==> src/rtl/branch_predictor_if.sv <==
// Fetch-side and execute-side signals of the branch predictor.
// The pipeline (master) drives the fetch PC and the branch resolution.
// The predictor (slave) returns the prediction, the flush request and the
// statistics counters.
interface branch_predictor_if;
  // IF-stage lookup
  logic [31:0] pc_if;
  logic        pred_hit;
  logic        pred_taken;
  logic [31:0] pred_next_pc;

  // EX-stage training and flush
  logic        update_valid;
  logic [31:0] update_pc;
  logic        update_taken;
  logic [31:0] update_target;
  logic        update_pred_taken;
  logic [31:0] update_pred_target;
  logic        mispredict;
  logic [31:0] correct_pc;

  // Statistics
  logic [31:0] branch_count;
  logic [31:0] mispredict_count;

  modport master (
    output pc_if, update_valid, update_pc, update_taken, update_target,
           update_pred_taken, update_pred_target,
    input  pred_hit, pred_taken, pred_next_pc, mispredict, correct_pc,
           branch_count, mispredict_count
  );

  modport slave (
    input  pc_if, update_valid, update_pc, update_taken, update_target,
           update_pred_taken, update_pred_target,
    output pred_hit, pred_taken, pred_next_pc, mispredict, correct_pc,
           branch_count, mispredict_count
  );
endinterface

==> src/rtl/branch_predictor.sv <==
// Direct-mapped BTB with 2-bit saturating counters for the IF stage.
// Lookup is combinational on pc_if; training happens on the clock edge on
// which EX presents a resolved conditional branch. Mispredictions are
// flagged combinationally in the EX cycle together with the refetch PC.
module branch_predictor #(
  parameter int         INDEX_BITS = 4,
  parameter int         TAG_BITS   = 32 - INDEX_BITS - 2,
  parameter logic [1:0] CNT_ALLOC  = 2'b10
) (
  input  logic           clock,
  input  logic           reset,
  branch_predictor_if.slave bp
);

  localparam int ENTRIES = 1 << INDEX_BITS;

  typedef struct packed {
    logic                valid;
    logic [TAG_BITS-1:0] tag;
    logic [31:0]         target;
    logic [1:0]          cnt;
  } btb_entry_t;

  btb_entry_t table_q [ENTRIES];

  logic [INDEX_BITS-1:0] look_idx;
  logic [TAG_BITS-1:0]   look_tag;
  btb_entry_t            look_e;
  logic                  look_hit;
  logic                  look_taken;

  logic [INDEX_BITS-1:0] upd_idx;
  logic [TAG_BITS-1:0]   upd_tag;
  btb_entry_t            upd_e;
  btb_entry_t            upd_next;
  logic                  upd_hit;
  logic                  upd_write;

  logic [31:0] branch_cnt_q;
  logic [31:0] mispred_cnt_q;
  logic        mispredict;

  assign look_idx = bp.pc_if[INDEX_BITS+1:2];
  assign look_tag = bp.pc_if[31:INDEX_BITS+2];
  assign upd_idx  = bp.update_pc[INDEX_BITS+1:2];
  assign upd_tag  = bp.update_pc[31:INDEX_BITS+2];

  // Fetch lookup: reads registered table state, so a same-cycle update is
  // only visible from the next cycle on.
  always_comb begin
    look_e     = table_q[look_idx];
    look_hit   = look_e.valid && (look_e.tag == look_tag);
    look_taken = look_hit && look_e.cnt[1];
  end

  assign bp.pred_hit     = look_hit;
  assign bp.pred_taken   = look_taken;
  assign bp.pred_next_pc = look_taken ? look_e.target : bp.pc_if + 32'd4;

  // Flush request: wrong direction, or taken to a different target.
  assign mispredict = bp.update_valid &&
                      ((bp.update_taken != bp.update_pred_taken) ||
                       (bp.update_taken && (bp.update_pred_target != bp.update_target)));
  assign bp.mispredict = mispredict;
  assign bp.correct_pc = bp.update_taken ? bp.update_target : bp.update_pc + 32'd4;

  // Next value of the entry addressed by the resolving branch.
  // NOTE: every variable gets a default before the branches so no latch is inferred.
  always_comb begin
    upd_e     = table_q[upd_idx];
    upd_hit   = upd_e.valid && (upd_e.tag == upd_tag);
    upd_next  = upd_e;
    upd_write = 1'b0;
    if (upd_hit) begin
      upd_write = 1'b1;
      if (bp.update_taken) begin
        if (upd_e.cnt != 2'b11) upd_next.cnt = upd_e.cnt + 2'd1;
        upd_next.target = bp.update_target;
      end else if (upd_e.cnt != 2'b00) begin
        upd_next.cnt = upd_e.cnt - 2'd1;
      end
    end else if (bp.update_taken) begin
      // Allocation replaces whatever aliases at this index.
      upd_write = 1'b1;
      upd_next  = '{valid: 1'b1, tag: upd_tag, target: bp.update_target, cnt: CNT_ALLOC};
    end
  end

  // Table storage; a not-taken miss leaves the table untouched.
  // NOTE: the table is cleared by the asynchronous reset so no stale entry
  // can ever hit after reset; this keeps it in flops rather than a RAM macro.
  always_ff @(posedge clock or negedge reset) begin
    if (!reset) begin
      for (int i = 0; i < ENTRIES; i++) begin
        table_q[i] <= '{valid: 1'b0, tag: '0, target: '0, cnt: 2'b01};
      end
    end else if (bp.update_valid && upd_write) begin
      table_q[upd_idx] <= upd_next;
    end
  end

  // Saturating statistics counters.
  always_ff @(posedge clock or negedge reset) begin
    if (!reset) begin
      branch_cnt_q  <= '0;
      mispred_cnt_q <= '0;
    end else if (bp.update_valid) begin
      if (branch_cnt_q != '1) branch_cnt_q <= branch_cnt_q + 32'd1;
      if (mispredict && (mispred_cnt_q != '1)) mispred_cnt_q <= mispred_cnt_q + 32'd1;
    end
  end

  assign bp.branch_count     = branch_cnt_q;
  assign bp.mispredict_count = mispred_cnt_q;

endmodule

==> src/flat_wrapper.sv <==
// flat-port wrapper written by rule: the top's interface ports become plain ports
module branch_predictor_flat 
#(
  parameter int         INDEX_BITS = 4,
  parameter int         TAG_BITS   = 32 - INDEX_BITS - 2,
  parameter logic [1:0] CNT_ALLOC  = 2'b10
)
  (clock, reset, bp_pc_if, bp_update_valid, bp_update_pc, bp_update_taken, bp_update_target, bp_update_pred_taken, bp_update_pred_target, bp_pred_hit, bp_pred_taken, bp_pred_next_pc, bp_mispredict, bp_correct_pc, bp_branch_count, bp_mispredict_count);
  branch_predictor_if bp_i ();
  input  logic clock;
  input  logic reset;
  input wire logic [$bits(bp_i.pc_if)-1:0] bp_pc_if;
  input wire logic [$bits(bp_i.update_valid)-1:0] bp_update_valid;
  input wire logic [$bits(bp_i.update_pc)-1:0] bp_update_pc;
  input wire logic [$bits(bp_i.update_taken)-1:0] bp_update_taken;
  input wire logic [$bits(bp_i.update_target)-1:0] bp_update_target;
  input wire logic [$bits(bp_i.update_pred_taken)-1:0] bp_update_pred_taken;
  input wire logic [$bits(bp_i.update_pred_target)-1:0] bp_update_pred_target;
  output wire logic [$bits(bp_i.pred_hit)-1:0] bp_pred_hit;
  output wire logic [$bits(bp_i.pred_taken)-1:0] bp_pred_taken;
  output wire logic [$bits(bp_i.pred_next_pc)-1:0] bp_pred_next_pc;
  output wire logic [$bits(bp_i.mispredict)-1:0] bp_mispredict;
  output wire logic [$bits(bp_i.correct_pc)-1:0] bp_correct_pc;
  output wire logic [$bits(bp_i.branch_count)-1:0] bp_branch_count;
  output wire logic [$bits(bp_i.mispredict_count)-1:0] bp_mispredict_count;
  assign bp_i.pc_if = bp_pc_if;
  assign bp_i.update_valid = bp_update_valid;
  assign bp_i.update_pc = bp_update_pc;
  assign bp_i.update_taken = bp_update_taken;
  assign bp_i.update_target = bp_update_target;
  assign bp_i.update_pred_taken = bp_update_pred_taken;
  assign bp_i.update_pred_target = bp_update_pred_target;
  assign bp_pred_hit = bp_i.pred_hit;
  assign bp_pred_taken = bp_i.pred_taken;
  assign bp_pred_next_pc = bp_i.pred_next_pc;
  assign bp_mispredict = bp_i.mispredict;
  assign bp_correct_pc = bp_i.correct_pc;
  assign bp_branch_count = bp_i.branch_count;
  assign bp_mispredict_count = bp_i.mispredict_count;
  branch_predictor #(.INDEX_BITS(INDEX_BITS), .TAG_BITS(TAG_BITS), .CNT_ALLOC(CNT_ALLOC)) u_core (.clock(clock), .reset(reset), .bp(bp_i));
endmodule
==> config.mk <==
export PLATFORM = sky130hd
export DESIGN_NAME = branch_predictor_flat
export DESIGN_NICKNAME = d
export VERILOG_FILES = /design/src/rtl/branch_predictor_if.sv /design/src/rtl/branch_predictor.sv /design/src/flat_wrapper.sv
export SDC_FILE = /design/constraint.sdc
export NUM_CORES = 2
export LEC_CHECK = 0
export CAP_MARGIN = 0
export CELL_PAD_IN_SITES_DETAIL_PLACEMENT = 1
export CELL_PAD_IN_SITES_GLOBAL_PLACEMENT = 1
export CORE_UTILIZATION = 47
export CTS_CLUSTER_SIZE = 14
export DETAILED_ROUTE_END_ITERATION = 7
export PLACE_DENSITY_LB_ADDON = 0.1
export SLEW_MARGIN = 15
export SYNTH_ARGS = -nofsm -noshare
export SYNTH_HDL_FRONTEND = slang
export SYNTH_SLANG_ARGS = --single-unit
==> constraint.sdc <==
create_clock -name clock -period 4.4 [get_ports clock]
set_input_delay 0.66 -clock clock [delete_from_list [all_inputs] [get_ports clock]]
set_output_delay 0.66 -clock clock [all_outputs]
set_load 0.05 [all_outputs]
==> run_results.csv <==
group,metric,value,unit
status,status,"complete, but fails checks",
status,violations,"negative hold slack, negative setup slack",
min_path,hold_path_class,"input pin to asynchronous set/reset pin",
timing,setup_tns,-12.43,ns
worst_setup_path,worstSetupPathType,"flip-flop to output pin",
yosys,synth_nets,4157,
global_route,antenna_found_initial,14,
yosys,seq_area_frac_synth,45.3,%
timing,clock_skew,0.0362,ns
yosys,synth_top_area_share,44.6,%
placed_design,gp_congestion,0.969,
cts,tritoncts,"built",
worst_setup_path,arrival,4.20,ns
power,ir_worst_vdd,0.371,mV
timing,hold_slack,-0.0806,ns
final_layout,finalNetCount,4639,
final_layout,fillers,11200,
floorplanning,coreArea,0.121,sq mm
timing,setup-violations-final,34,
cts,numCtsBuffers,115,
worst_setup_path,slowest_delay,0.52,ns
timing,hold_viol,10,
power,power_frac_comb,24.9,%
timing,max_slew_margin,28.6,%
floorplanning,die_area,0.124,sq mm
global_route,grt_pass1_vias,43700,
worst_setup_path,crit_family,"multiplexers",
power,seq_power_share,42.1,%
final_layout,final_cell_mix,"dfrtp_1, mux4_2, mux2_2",
cts,clockBufferDepth,3,
cts,cts-root-buf,"clkbuf_16",
floorplanning,initial_core_util,47.6,%
timing,setup_ws,-0.461,ns
power,p_switching,9.39,mW
cts,path_clk_slew,0.06,ns
worst_setup_path,crit_required,3.74,ns
detailed_routing,drtIter0Drc,4232,
run,drv_cap,0,
yosys,syn_area,0.0575,sq mm
cts,clock_latency,0.74,ns
cts,htree_levels,3,
final_layout,mostFrequentLayoutCell,"dfrtp_1",
floorplanning,io_pins,264,
timing,finalMaxSlewViolations,0,
power,power.density,441,mW/mm^2
worst_setup_path,cp_max_fo,8,
yosys,ys_warn_count,0,
yosys,ys_ff_latch,1040,
worst_setup_path,endpoint_kind,"output pin",
yosys,yosysUniqueCellTypes,72,
yosys,synthCells,4017,
global_route,grt_start_max_net_pins,95,
final_layout,drive_gt1_share,40.7,%
timing,finalCritPeriodShare,110,%
timing,tightestPinTransition,1.06,ns
floorplanning,fp.dieW,352,um
timing,min_period,4.86,ns
worst_setup_path,critPathBufInv,5,
floorplanning,die_h,352,um
global_route,grt_pass1_wl,324,mm
placed_design,hpwlAfterDp,151,mm
detailed_routing,via_per_inst,6.79,
global_route,grt_use_total,36.8,%
detailed_routing,ant_nets,0,
detailed_routing,detail_route.first_pass.iterations,5,
detailed_routing,routed_wl,224,mm
yosys,postSynthAreaPerCell,14.3,sq um
cts,clock-sinks,1040,
yosys,yosysTopAreaCell,"dfrtp_1",
power,internal_power,21.5,mW
yosys,synth_area_leaders,"dfrtp_1, mux4_2, mux2_2",
yosys,synthFlopType,"dfrtp_1",
power,cellLeakagePower,29.2,nW
final_layout,synthToLayoutAreaGrowth,21.9,%
detailed_routing,drc_errors,0,
yosys,async_flop_share,100,%
timing,rsz0062_at_grt,"true",
timing,fmax,0.206,GHz
yosys,synth_edf_count,0,
worst_setup_path,start_kind,"flip-flop",
placed_design,port_buffers,263,
power,sw_frac_of_total,30.4,%
detailed_routing,wl_per_cell,36.1,um
cts,hold_buffers,0,
floorplanning,rows,127,
power,power_frac_clock,33.0,%
worst_setup_path,path_cells,"mux4_2, mux4_2, xnor2_1, buf_4, nand3_2, nor4_2, buf_4, and3_4, and2_4, buf_12, buf_12, mux2_4, buf_8",
worst_setup_path,cpMaxStageDelayCell,"mux4_2",
detailed_routing,route.vias.total,42200,
global_route,gr-total-overflow,0,
synthesized netlist by cell type, types with 3 or more instances:
cell type,count
buf_6,15
clkbuf_1,184
and4_1,9
o32a_1,18
nor4_1,10
o21ai_0,126
nand3_1,76
buf_2,120
mux4_2,528
or2_2,18
a22o_1,4
nand2b_1,13
nor3_1,17
nand2_1,104
ha_1,7
xnor2_1,141
nor2b_1,29
a211oi_1,4
buf_4,33
and2_1,14
mux2_1,113
mux2i_1,130
dfstp_2,16
mux2_2,457
a221o_1,3
o22a_1,417
mux2i_4,17
nand4_1,40
a2111oi_0,4
and3_1,18
dfrtp_1,1024
a221oi_1,6
a22oi_1,18
a21oi_1,10
xor2_1,58
buf_1,39
o22ai_1,14
inv_1,55
mux2_4,3
nor2_4,13
a31oi_1,5
nor2_1,51
metal layers:
layer | share of wire [%] | routed length, um | global-route usage, %
met2 | 45 | 102000 | 55.5
met3 | 9.9 | 22100 | 10.2
met5 | 0.049 | 110 | 0
met1 | 41 | 91400 | 50.3
met4 | 4.0 | 8870 | 15.0
repair_timing:
action / CTS / global route
endpoints found under the setup margin: 36 / 80
resized for setup: 95 / 25
pin swaps: 11 / 3
cloned: 3 / 1
buffers inserted: 9 / 7
kinds of logic after synthesis:
kind of cell               share of synthesized area (%)
muxes                                               34.9
and+or+nand+nor                                     3.95
DFF                                                 45.3
adders and majority gates                          0.187
AOI/OAI and AO/OA                                   8.98
buffers and inverters                               3.65
xor gates and xnor gates                            3.03
metrics by stage:
| step | utilization (%) | cells | area, sq um | total power [mW] | worst slack (ns) |
|---|---|---|---|---|---|
| CTS | 58.0 | 6205 | 69900 | 30.8 | -0.462 |
| detailed placement | 54.2 | 5981 | 65400 | 20.6 | -0.511 |
| finish | 58.1 | 6213 | 70000 | 30.9 | -0.461 |
| floorplan | - | 4017 | 57600 | 17.6 | 0.000325 |
| global route | 58.1 | 6208 | 70000 | 31.9 | -0.541 |
| global placement | 54.2 | 5981 | 65400 | 20.3 | -0.448 |
worst paths after layout:
kind,slack [ns],endpoint,startpoint,depth (start not counted)
max in group asynchronous,3.07,u_core.bp.mispredict_count[23]$_DFFE_PN0P_,reset,2
min in group clock,0.49,u_core.bp.mispredict_count[11]$_DFFE_PN0P_,u_core.bp.mispredict_count[11]$_DFFE_PN0P_,1
worst max-delay path,-0.46,bp_pred_next_pc[23],u_core.table_q[41]$_DFFE_PN0P_,13
worst max register to register,0.11,u_core.table_q[722]$_DFFE_PN0P_,u_core.table_q[715]$_DFFE_PN0P_,14
worst min register to register,0.49,u_core.bp.mispredict_count[11]$_DFFE_PN0P_,u_core.bp.mispredict_count[11]$_DFFE_PN0P_,1
worst min-delay path,-0.08,u_core.table_q[874]$_DFFE_PN0P_,reset,1
registers in the layout (all words and copies together) (netlist names):
signal	cells
u_core.bp.branch_count	32
u_core.bp.mispredict_count	32
u_core.table_q	976
area by class of cell:
type / count / area, sq um / area share (%)
Antenna cell: 6 / 15.0 / 0.0214
Tap cell: 1612 / 2020 / 2.88
Timing Repair Buffer: 759 / 8040 / 11.5
Multi-Input combinational cell: 2527 / 29700 / 42.5
Clock inverter: 45 / 574 / 0.820
Sequential cell: 1040 / 26000 / 37.2
Inverter: 56 / 210 / 0.300
Clock buffer: 168 / 3390 / 4.84
power groups by stage:
stage,Sequential (mW),Clock (mW),Combinational [mW]
5_1_grt,13.2,10.6,8.10
3_5_place_dp,13.0,0,7.51
4_1_cts,12.9,10.3,7.62
3_3_place_gp,12.9,0,7.33
6_report,13.0,10.2,7.68
2_1_floorplan,12.7,0,4.90
Note: power is estimated with default switching activity, not from simulation.
